<file path="config.mk">
export PLATFORM = sky130hd
export DESIGN_NAME = if_stage_btb_param_flat
export DESIGN_NICKNAME = d
export VERILOG_FILES = /design/src/rtl/if_stage_btb_param_if.sv /design/src/rtl/if_stage_btb_param.sv /design/src/flat_wrapper.sv
export SDC_FILE = /design/constraint.sdc
export NUM_CORES = 2
export LEC_CHECK = 0
export CAP_MARGIN = 10
export CORE_ASPECT_RATIO = 1.75
export CORE_MARGIN = 2
export CORE_UTILIZATION = 61
export CTS_BUF_LIST = sky130_fd_sc_hd__clkbuf_16
export CTS_CLUSTER_DIAMETER = 40
export DETAILED_ROUTE_END_ITERATION = 10
export PLACE_DENSITY = 0.92
export SLEW_MARGIN = 20
export SYNTH_ARGS = -nofsm -noshare
export SYNTH_HDL_FRONTEND = slang
export SYNTH_SLANG_ARGS = --single-unit
export TNS_END_PERCENT = 5
</file>
<file path="constraint.sdc">
create_clock -name clk -period 5.75 [get_ports clk]
set_input_delay 1.15 -clock clk [delete_from_list [all_inputs] [get_ports clk]]
set_output_delay 1.15 -clock clk [all_outputs]
set_load 0.02 [all_outputs]
</file>
<file path="src/rtl/if_stage_btb_param_if.sv">
// Fetch-stage bus: EX redirect/training inputs, instruction-memory port and IF/ID outputs.
// The slave modport is the fetch stage; the master modport is its environment.
interface if_stage_btb_param_if #(
    parameter int XLEN        = 32,
    parameter int IMEM_ADDR_W = 10
);
    logic                   pc_en;
    logic                   modify_pc_ex;
    logic [XLEN-1:0]        update_pc_ex;
    logic                   update_btb_ex;
    logic [XLEN-1:0]        btb_pc_ex;
    logic [XLEN-1:0]        jump_addr_ex;
    logic                   ex_branch_taken;
    logic [IMEM_ADDR_W-1:0] imem_addr;
    logic [31:0]            imem_rdata;
    logic [XLEN-1:0]        pc_if;
    logic [31:0]            instr_if;
    logic                   valid_if;
    logic                   predictedTaken_if;
    logic [XLEN-1:0]        predictedTarget_if;

    modport master (
        output pc_en, modify_pc_ex, update_pc_ex, update_btb_ex, btb_pc_ex,
               jump_addr_ex, ex_branch_taken, imem_rdata,
        input  imem_addr, pc_if, instr_if, valid_if, predictedTaken_if,
               predictedTarget_if
    );

    modport slave (
        input  pc_en, modify_pc_ex, update_pc_ex, update_btb_ex, btb_pc_ex,
               jump_addr_ex, ex_branch_taken, imem_rdata,
        output imem_addr, pc_if, instr_if, valid_if, predictedTaken_if,
               predictedTarget_if
    );
endinterface

</file>
<file path="src/rtl/if_stage_btb_param.sv">
// Instruction-fetch stage: PC register, direct-mapped BTB with saturating direction
// counters, next-PC selection and a zero-latency combinational instruction read.
module if_stage_btb_param #(
    parameter int              XLEN        = 32,
    parameter int              BTB_ENTRIES = 16,
    parameter int              CTR_BITS    = 2,
    parameter logic [XLEN-1:0] RESET_PC    = '0,
    parameter int              IMEM_ADDR_W = 10
) (
    input logic                 clk,
    input logic                 rst,
    if_stage_btb_param_if.slave bus
);
    localparam int IDX   = $clog2(BTB_ENTRIES);
    localparam int TAG_W = XLEN - IDX - 2;
    localparam logic [CTR_BITS-1:0] CTR_MAX  = '1;
    localparam logic [CTR_BITS-1:0] CTR_WEAK = CTR_BITS'(1) << (CTR_BITS - 1);
    localparam logic [XLEN-1:0]     WORD_MSK = ~XLEN'(3);

    logic                btb_valid  [BTB_ENTRIES];
    logic [TAG_W-1:0]    btb_tag    [BTB_ENTRIES];
    logic [XLEN-1:0]     btb_target [BTB_ENTRIES];
    logic [CTR_BITS-1:0] btb_ctr    [BTB_ENTRIES];

    logic [XLEN-1:0]  pc_q;
    logic             valid_q;
    logic [IDX-1:0]   l_idx;
    logic [TAG_W-1:0] l_tag;
    logic             l_hit;
    logic             pred_taken;
    logic [XLEN-1:0]  pc_plus4;
    logic [XLEN-1:0]  next_pc;
    logic [IDX-1:0]   u_idx;
    logic [TAG_W-1:0] u_tag;
    logic             u_hit;
    logic             unused_ok;

    assign unused_ok = ^bus.btb_pc_ex[1:0];

    assign l_idx      = bus.pc_if[IDX+1:2];
    assign l_tag      = bus.pc_if[XLEN-1:IDX+2];
    assign l_hit      = btb_valid[l_idx] && (btb_tag[l_idx] == l_tag);
    assign pred_taken = l_hit && btb_ctr[l_idx][CTR_BITS-1];
    assign pc_plus4   = pc_q + XLEN'(4);

    assign bus.pc_if              = pc_q;
    assign bus.imem_addr          = pc_q[IMEM_ADDR_W+1:2];
    assign bus.instr_if           = bus.imem_rdata;
    assign bus.predictedTaken_if  = pred_taken;
    assign bus.predictedTarget_if = pred_taken ? btb_target[l_idx] : pc_plus4;
    // A redirect in flight means the instruction currently in IF is wrong-path.
    assign bus.valid_if           = valid_q && !bus.modify_pc_ex;

    always_comb begin
        next_pc = pc_q;
        if (bus.modify_pc_ex)  next_pc = bus.update_pc_ex;
        else if (!bus.pc_en)   next_pc = pc_q;
        else if (pred_taken)   next_pc = btb_target[l_idx];
        else                   next_pc = pc_plus4;
    end

    always_ff @(posedge clk or negedge rst) begin
        if (!rst) begin
            pc_q    <= RESET_PC & WORD_MSK;
            valid_q <= 1'b0;
        end else begin
            pc_q    <= next_pc & WORD_MSK;
            valid_q <= 1'b1;
        end
    end

    assign u_idx = bus.btb_pc_ex[IDX+1:2];
    assign u_tag = bus.btb_pc_ex[XLEN-1:IDX+2];
    assign u_hit = btb_valid[u_idx] && (btb_tag[u_idx] == u_tag);

    always_ff @(posedge clk or negedge rst) begin
        if (!rst) begin
            for (int i = 0; i < BTB_ENTRIES; i++) begin
                btb_valid[i]  <= 1'b0;
                btb_tag[i]    <= '0;
                btb_target[i] <= '0;
                btb_ctr[i]    <= '0;
            end
        end else if (bus.update_btb_ex) begin
            if (u_hit) begin
                if (bus.ex_branch_taken) begin
                    if (btb_ctr[u_idx] != CTR_MAX) btb_ctr[u_idx] <= btb_ctr[u_idx] + CTR_BITS'(1);
                    btb_target[u_idx] <= bus.jump_addr_ex & WORD_MSK;
                end else if (btb_ctr[u_idx] != '0) begin
                    btb_ctr[u_idx] <= btb_ctr[u_idx] - CTR_BITS'(1);
                end
            end else if (bus.ex_branch_taken) begin
                // Allocation on a taken miss also evicts any aliasing entry.
                btb_valid[u_idx]  <= 1'b1;
                btb_tag[u_idx]    <= u_tag;
                btb_target[u_idx] <= bus.jump_addr_ex & WORD_MSK;
                btb_ctr[u_idx]    <= CTR_WEAK;
            end
        end
    end
endmodule

</file>
<file path="src/flat_wrapper.sv">
// flat-port wrapper written by rule: the top's interface ports become plain ports
module if_stage_btb_param_flat 
#(
    parameter int              XLEN        = 32,
    parameter int              BTB_ENTRIES = 16,
    parameter int              CTR_BITS    = 2,
    parameter logic [XLEN-1:0] RESET_PC    = '0,
    parameter int              IMEM_ADDR_W = 10
)
  (clk, rst, bus_pc_en, bus_modify_pc_ex, bus_update_pc_ex, bus_update_btb_ex, bus_btb_pc_ex, bus_jump_addr_ex, bus_ex_branch_taken, bus_imem_rdata, bus_imem_addr, bus_pc_if, bus_instr_if, bus_valid_if, bus_predictedTaken_if, bus_predictedTarget_if);
  if_stage_btb_param_if #(.XLEN(XLEN), .IMEM_ADDR_W(IMEM_ADDR_W)) bus_i ();
  input logic clk;
  input logic rst;
  input wire logic [$bits(bus_i.pc_en)-1:0] bus_pc_en;
  input wire logic [$bits(bus_i.modify_pc_ex)-1:0] bus_modify_pc_ex;
  input wire logic [$bits(bus_i.update_pc_ex)-1:0] bus_update_pc_ex;
  input wire logic [$bits(bus_i.update_btb_ex)-1:0] bus_update_btb_ex;
  input wire logic [$bits(bus_i.btb_pc_ex)-1:0] bus_btb_pc_ex;
  input wire logic [$bits(bus_i.jump_addr_ex)-1:0] bus_jump_addr_ex;
  input wire logic [$bits(bus_i.ex_branch_taken)-1:0] bus_ex_branch_taken;
  input wire logic [$bits(bus_i.imem_rdata)-1:0] bus_imem_rdata;
  output wire logic [$bits(bus_i.imem_addr)-1:0] bus_imem_addr;
  output wire logic [$bits(bus_i.pc_if)-1:0] bus_pc_if;
  output wire logic [$bits(bus_i.instr_if)-1:0] bus_instr_if;
  output wire logic [$bits(bus_i.valid_if)-1:0] bus_valid_if;
  output wire logic [$bits(bus_i.predictedTaken_if)-1:0] bus_predictedTaken_if;
  output wire logic [$bits(bus_i.predictedTarget_if)-1:0] bus_predictedTarget_if;
  assign bus_i.pc_en = bus_pc_en;
  assign bus_i.modify_pc_ex = bus_modify_pc_ex;
  assign bus_i.update_pc_ex = bus_update_pc_ex;
  assign bus_i.update_btb_ex = bus_update_btb_ex;
  assign bus_i.btb_pc_ex = bus_btb_pc_ex;
  assign bus_i.jump_addr_ex = bus_jump_addr_ex;
  assign bus_i.ex_branch_taken = bus_ex_branch_taken;
  assign bus_i.imem_rdata = bus_imem_rdata;
  assign bus_imem_addr = bus_i.imem_addr;
  assign bus_pc_if = bus_i.pc_if;
  assign bus_instr_if = bus_i.instr_if;
  assign bus_valid_if = bus_i.valid_if;
  assign bus_predictedTaken_if = bus_i.predictedTaken_if;
  assign bus_predictedTarget_if = bus_i.predictedTarget_if;
  if_stage_btb_param #(.XLEN(XLEN), .BTB_ENTRIES(BTB_ENTRIES), .CTR_BITS(CTR_BITS), .RESET_PC(RESET_PC), .IMEM_ADDR_W(IMEM_ADDR_W)) u_core (.clk(clk), .rst(rst), .bus(bus_i));
endmodule
</file>
==> results.sh <==
export IMPL_finalMaxSlewViolations=0
export IMPL_setup_violations=5
export IMPL_yosysWarnings=0
export IMPL_ys_seq_area_share_pct=49.12
export IMPL_reg2reg_to="u_core.btb_ctr[20]"
export IMPL_drive_gt1_share_pct=46.56
export IMPL_synthArstFlopShare_pct=100.0
export IMPL_rsz0062_at_grt="true"
export IMPL_syn_area_um2=49670
export IMPL_grt_usage_pct=36.67
export IMPL_ff2ff_setup_slack_ns=1.62
export IMPL_multiInputGateArea_um2=23710
export IMPL_layout_min_cycle_time_ns=5.874
export IMPL_numCtsBuffers=94
export IMPL_synth_edf_count=0
export IMPL_hold_buffers=0
export IMPL_clockBufferDepth=3
export IMPL_crit_type="reg -> out"
export IMPL_cts_root_buf="clkbuf_16"
export IMPL_grt_pass1_wl_um=225000
export IMPL_io_buffers=167
export IMPL_hold_violations=0
export IMPL_end_kind="primary output"
export IMPL_p_leak_nw=24.66
export IMPL_r2r_start="u_core.btb_tag[12]"
export IMPL_die_h_um=381.5
export IMPL_ff2ff_path_depth=12
export IMPL_critPathArrivalTime_ns=4.72
export IMPL_antenna_found_initial=11
export IMPL_die_area_um2=83820
export IMPL_wl_um=150200
export IMPL_start_kind="flop"
export IMPL_fin_ws_ns=-0.1241
export IMPL_place_gp_congestion=0.9924
export IMPL_grt_max_degree=152
export IMPL_synth_ff_type="dfrtp_1"
export IMPL_fmax_mhz=170.2
export IMPL_ant_nets=0
export IMPL_nNetsFinal=3669
export IMPL_cts_htree_levels=3
export IMPL_worst_pin_slew_ns=0.9299
export IMPL_power_density_nw_per_um2=358.2
export IMPL_cts_sinks=975
export IMPL_max_vdd_ir_drop_v=0.0004032
export IMPL_ioPinCount=242
export IMPL_path_max_fanout=37
export IMPL_hold_path_class="in -> async"
export IMPL_maxCapViolations=0
export IMPL_core_area_um2=80810
export IMPL_viasPerCell=7.169
export IMPL_clk_pin_slew_ns=0.06
export IMPL_avgRoutedWirePerCell_um=32.21
export IMPL_grt_pass1_vias=35516
export IMPL_utilization_pct=69.91
export IMPL_start_util_pct=61.47
export IMPL_remaining_drc_errors=0
export IMPL_ys_types=63
export IMPL_place_inst=4465
export IMPL_cp_required_ns=4.60
export IMPL_num_rows=138
export IMPL_insertion_delay_ns=0.71
export IMPL_relSlewSlack_pct=37.80
export IMPL_regArea_um2=24410
export IMPL_drtIter0Drc=3940
export IMPL_grt_overflow_total=0
export IMPL_first_pass_iters=8
export IMPL_status="finished with violations"
export IMPL_vias=33438
export IMPL_whs_ns=0.4198
export IMPL_critical_path_endpoint="bus_predictedTarget_if[22]"
export IMPL_period_share_pct=102.2
export IMPL_clock_skew_ns=0.02392
export IMPL_cp_startpoint="u_core.bus.pc_if[2]"
export IMPL_violations="negative setup slack"
export IMPL_ys_seq_elements=975
export IMPL_postSynthCellCount=3419
export IMPL_finalNonFillerCells=4664
export IMPL_cts_tree="built"
export IMPL_avgSynthCellArea_um2=14.53
export IMPL_area_delta_synth_final_pct=13.72
export IMPL_nFillCells=4901
export IMPL_die_w_um=219.7
export IMPL_hpwl_um=93620
-- state kept, by name, indices dropped and copies added (netlist names) --
| signal | count |
|---|---|
| u_core.btb_valid | 16 |
| u_core.btb_target | 480 |
| u_core.btb_tag | 416 |
| u_core.valid_q | 1 |
| u_core.btb_ctr | 32 |
| u_core.bus.pc_if | 30 |
-- what timing repair did --
item | 4_1_cts | 5_1_grt
pin swaps | 2 | 0
setup buffers | 20 | 1
endpoints found under the setup margin | 29 | 29
gates resized for setup | 42 | 15
-- area by class of cell --
cell class	count	share of cell area [%]
Clock inverter	77	1.207
Antenna cell	6	0.02658
Sequential cell	975	43.22
Clock buffer	95	4.208
Tap cell	1050	2.326
Inverter	13	0.08638
Multi-Input combinational cell	2073	41.98
Timing Repair Buffer	375	6.953
-- worst min path at each step --
stage,endpoint,slack (ns),cells after the start
final,u_core.btb_target[494],0.42,1
after global placement,u_core.btb_valid[12],0.47,1
after global routing,u_core.btb_target[398],0.49,1
after CTS,u_core.btb_target[398],0.43,1
after floorplan,u_core.btb_valid[12],0.45,1
after detailed placement,u_core.btb_valid[8],0.48,1
-- logic make-up after synthesis --
| group | Yosys count | share of synthesized area [%] |
|---|---|---|
| xor gates and xnor gates | 96 | 1.693 |
| adders and majority gates | 3 | 0.07557 |
| and+or+nand+nor | 334 | 3.453 |
| muxes | 1413 | 38.84 |
| AOI/OAI and AO/OA | 222 | 3.239 |
| other | 2 | 0.01512 |
| DFF | 975 | 49.12 |
| buffers and inverters | 374 | 3.567 |
-- critical path: stages (launching register included) --
cell	delay (ns)
dfrtp_4	0.52
buf_12	0.23
clkinv_1	0.33
mux2i_2	0.35
xor2_1	0.18
o2111ai_1	0.33
o31a_1	0.24
nor4_1	0.37
and4_4	0.33
buf_12	0.22
buf_4	0.17
mux2_2	0.35
dlygate4sd2_1	0.33
-- synthesized netlist by cell type, types with 4 or more instances --
| cell | number | area share, % |
|---|---|---|
| nand3_1 | 30 | 0.30 |
| nor4_1 | 10 | 0.13 |
| a21oi_1 | 18 | 0.18 |
| nand4_1 | 14 | 0.18 |
| and3_1 | 6 | 0.076 |
| nor2b_1 | 17 | 0.21 |
| buf_6 | 5 | 0.11 |
| nor3b_1 | 20 | 0.30 |
| mux4_2 | 318 | 14 |
| nor3_1 | 32 | 0.32 |
| buf_1 | 32 | 0.24 |
| o22ai_1 | 20 | 0.25 |
| nand2_1 | 106 | 0.80 |
| a22o_1 | 9 | 0.16 |
| mux2i_1 | 160 | 3.2 |
| nand2b_1 | 30 | 0.38 |
| a31oi_1 | 6 | 0.076 |
| a211oi_1 | 9 | 0.14 |
| and2_1 | 6 | 0.076 |
| nand2_2 | 11 | 0.14 |
| a22oi_2 | 10 | 0.25 |
| buf_2 | 62 | 0.62 |
| o21ai_0 | 58 | 0.58 |
| mux2_2 | 935 | 21 |
| nor2_1 | 32 | 0.24 |
| clkbuf_1 | 194 | 1.5 |
| dfrtp_1 | 975 | 49 |
| a221oi_1 | 7 | 0.12 |
| inv_1 | 12 | 0.091 |
| or3_1 | 4 | 0.050 |
| or4_1 | 5 | 0.076 |
| a221o_1 | 26 | 0.52 |
| buf_4 | 67 | 1.0 |
| xor2_1 | 39 | 0.69 |
| a22oi_1 | 35 | 0.53 |
| xnor2_1 | 57 | 1.0 |
-- metal layers --
layer / wire [µm] / global-route usage, %
met4: 13640 / 27.72
met5: 41 / 0
met2: 70620 / 56.49
met3: 16880 / 10.65
met1: 49030 / 43.51
-- metrics by stage --
stage / worst slack [ns] / TNS (ns) / power (W) / area (µm²)
final: -0.1241 / -0.4828 / 0.02023 / 56490
after CTS: -0.1234 / -0.1234 / 0.02009 / 56390
after detailed placement: 0.2027 / 0 / 0.01373 / 53090
after global placement: 0.2476 / 0 / 0.01341 / 53090
after global routing: -0.1600 / -0.5598 / 0.02086 / 56480
after floorplan: 0.8642 / 0 / 0.01211 / 49680
-- report_power, final --
group / internal [W] / switching [W] / total, W / leakage, nW
logic: 0.00262 / 0.00219 / 0.00481 / 10.7
registers: 0.00817 / 0.000986 / 0.00915 / 12.4
clock network: 0.00341 / 0.00286 / 0.00627 / 1.55
-- layout by cell type, fill, tap and decap left out, types with 30 or more instances in the layout --
cell	count
buf_12	54
nand3_1	30
mux4_2	318
mux2_2	935
a22oi_1	35
o21ai_0	55
dfrtp_1	971
xnor2_1	56
nand2b_1	30
xor2_1	39
clkbuf_16	95
clkdlybuf4s50_1	131
nand2_1	100
mux2i_1	154
buf_4	151
No activity file was read; power rests on OpenSTA's default activity.
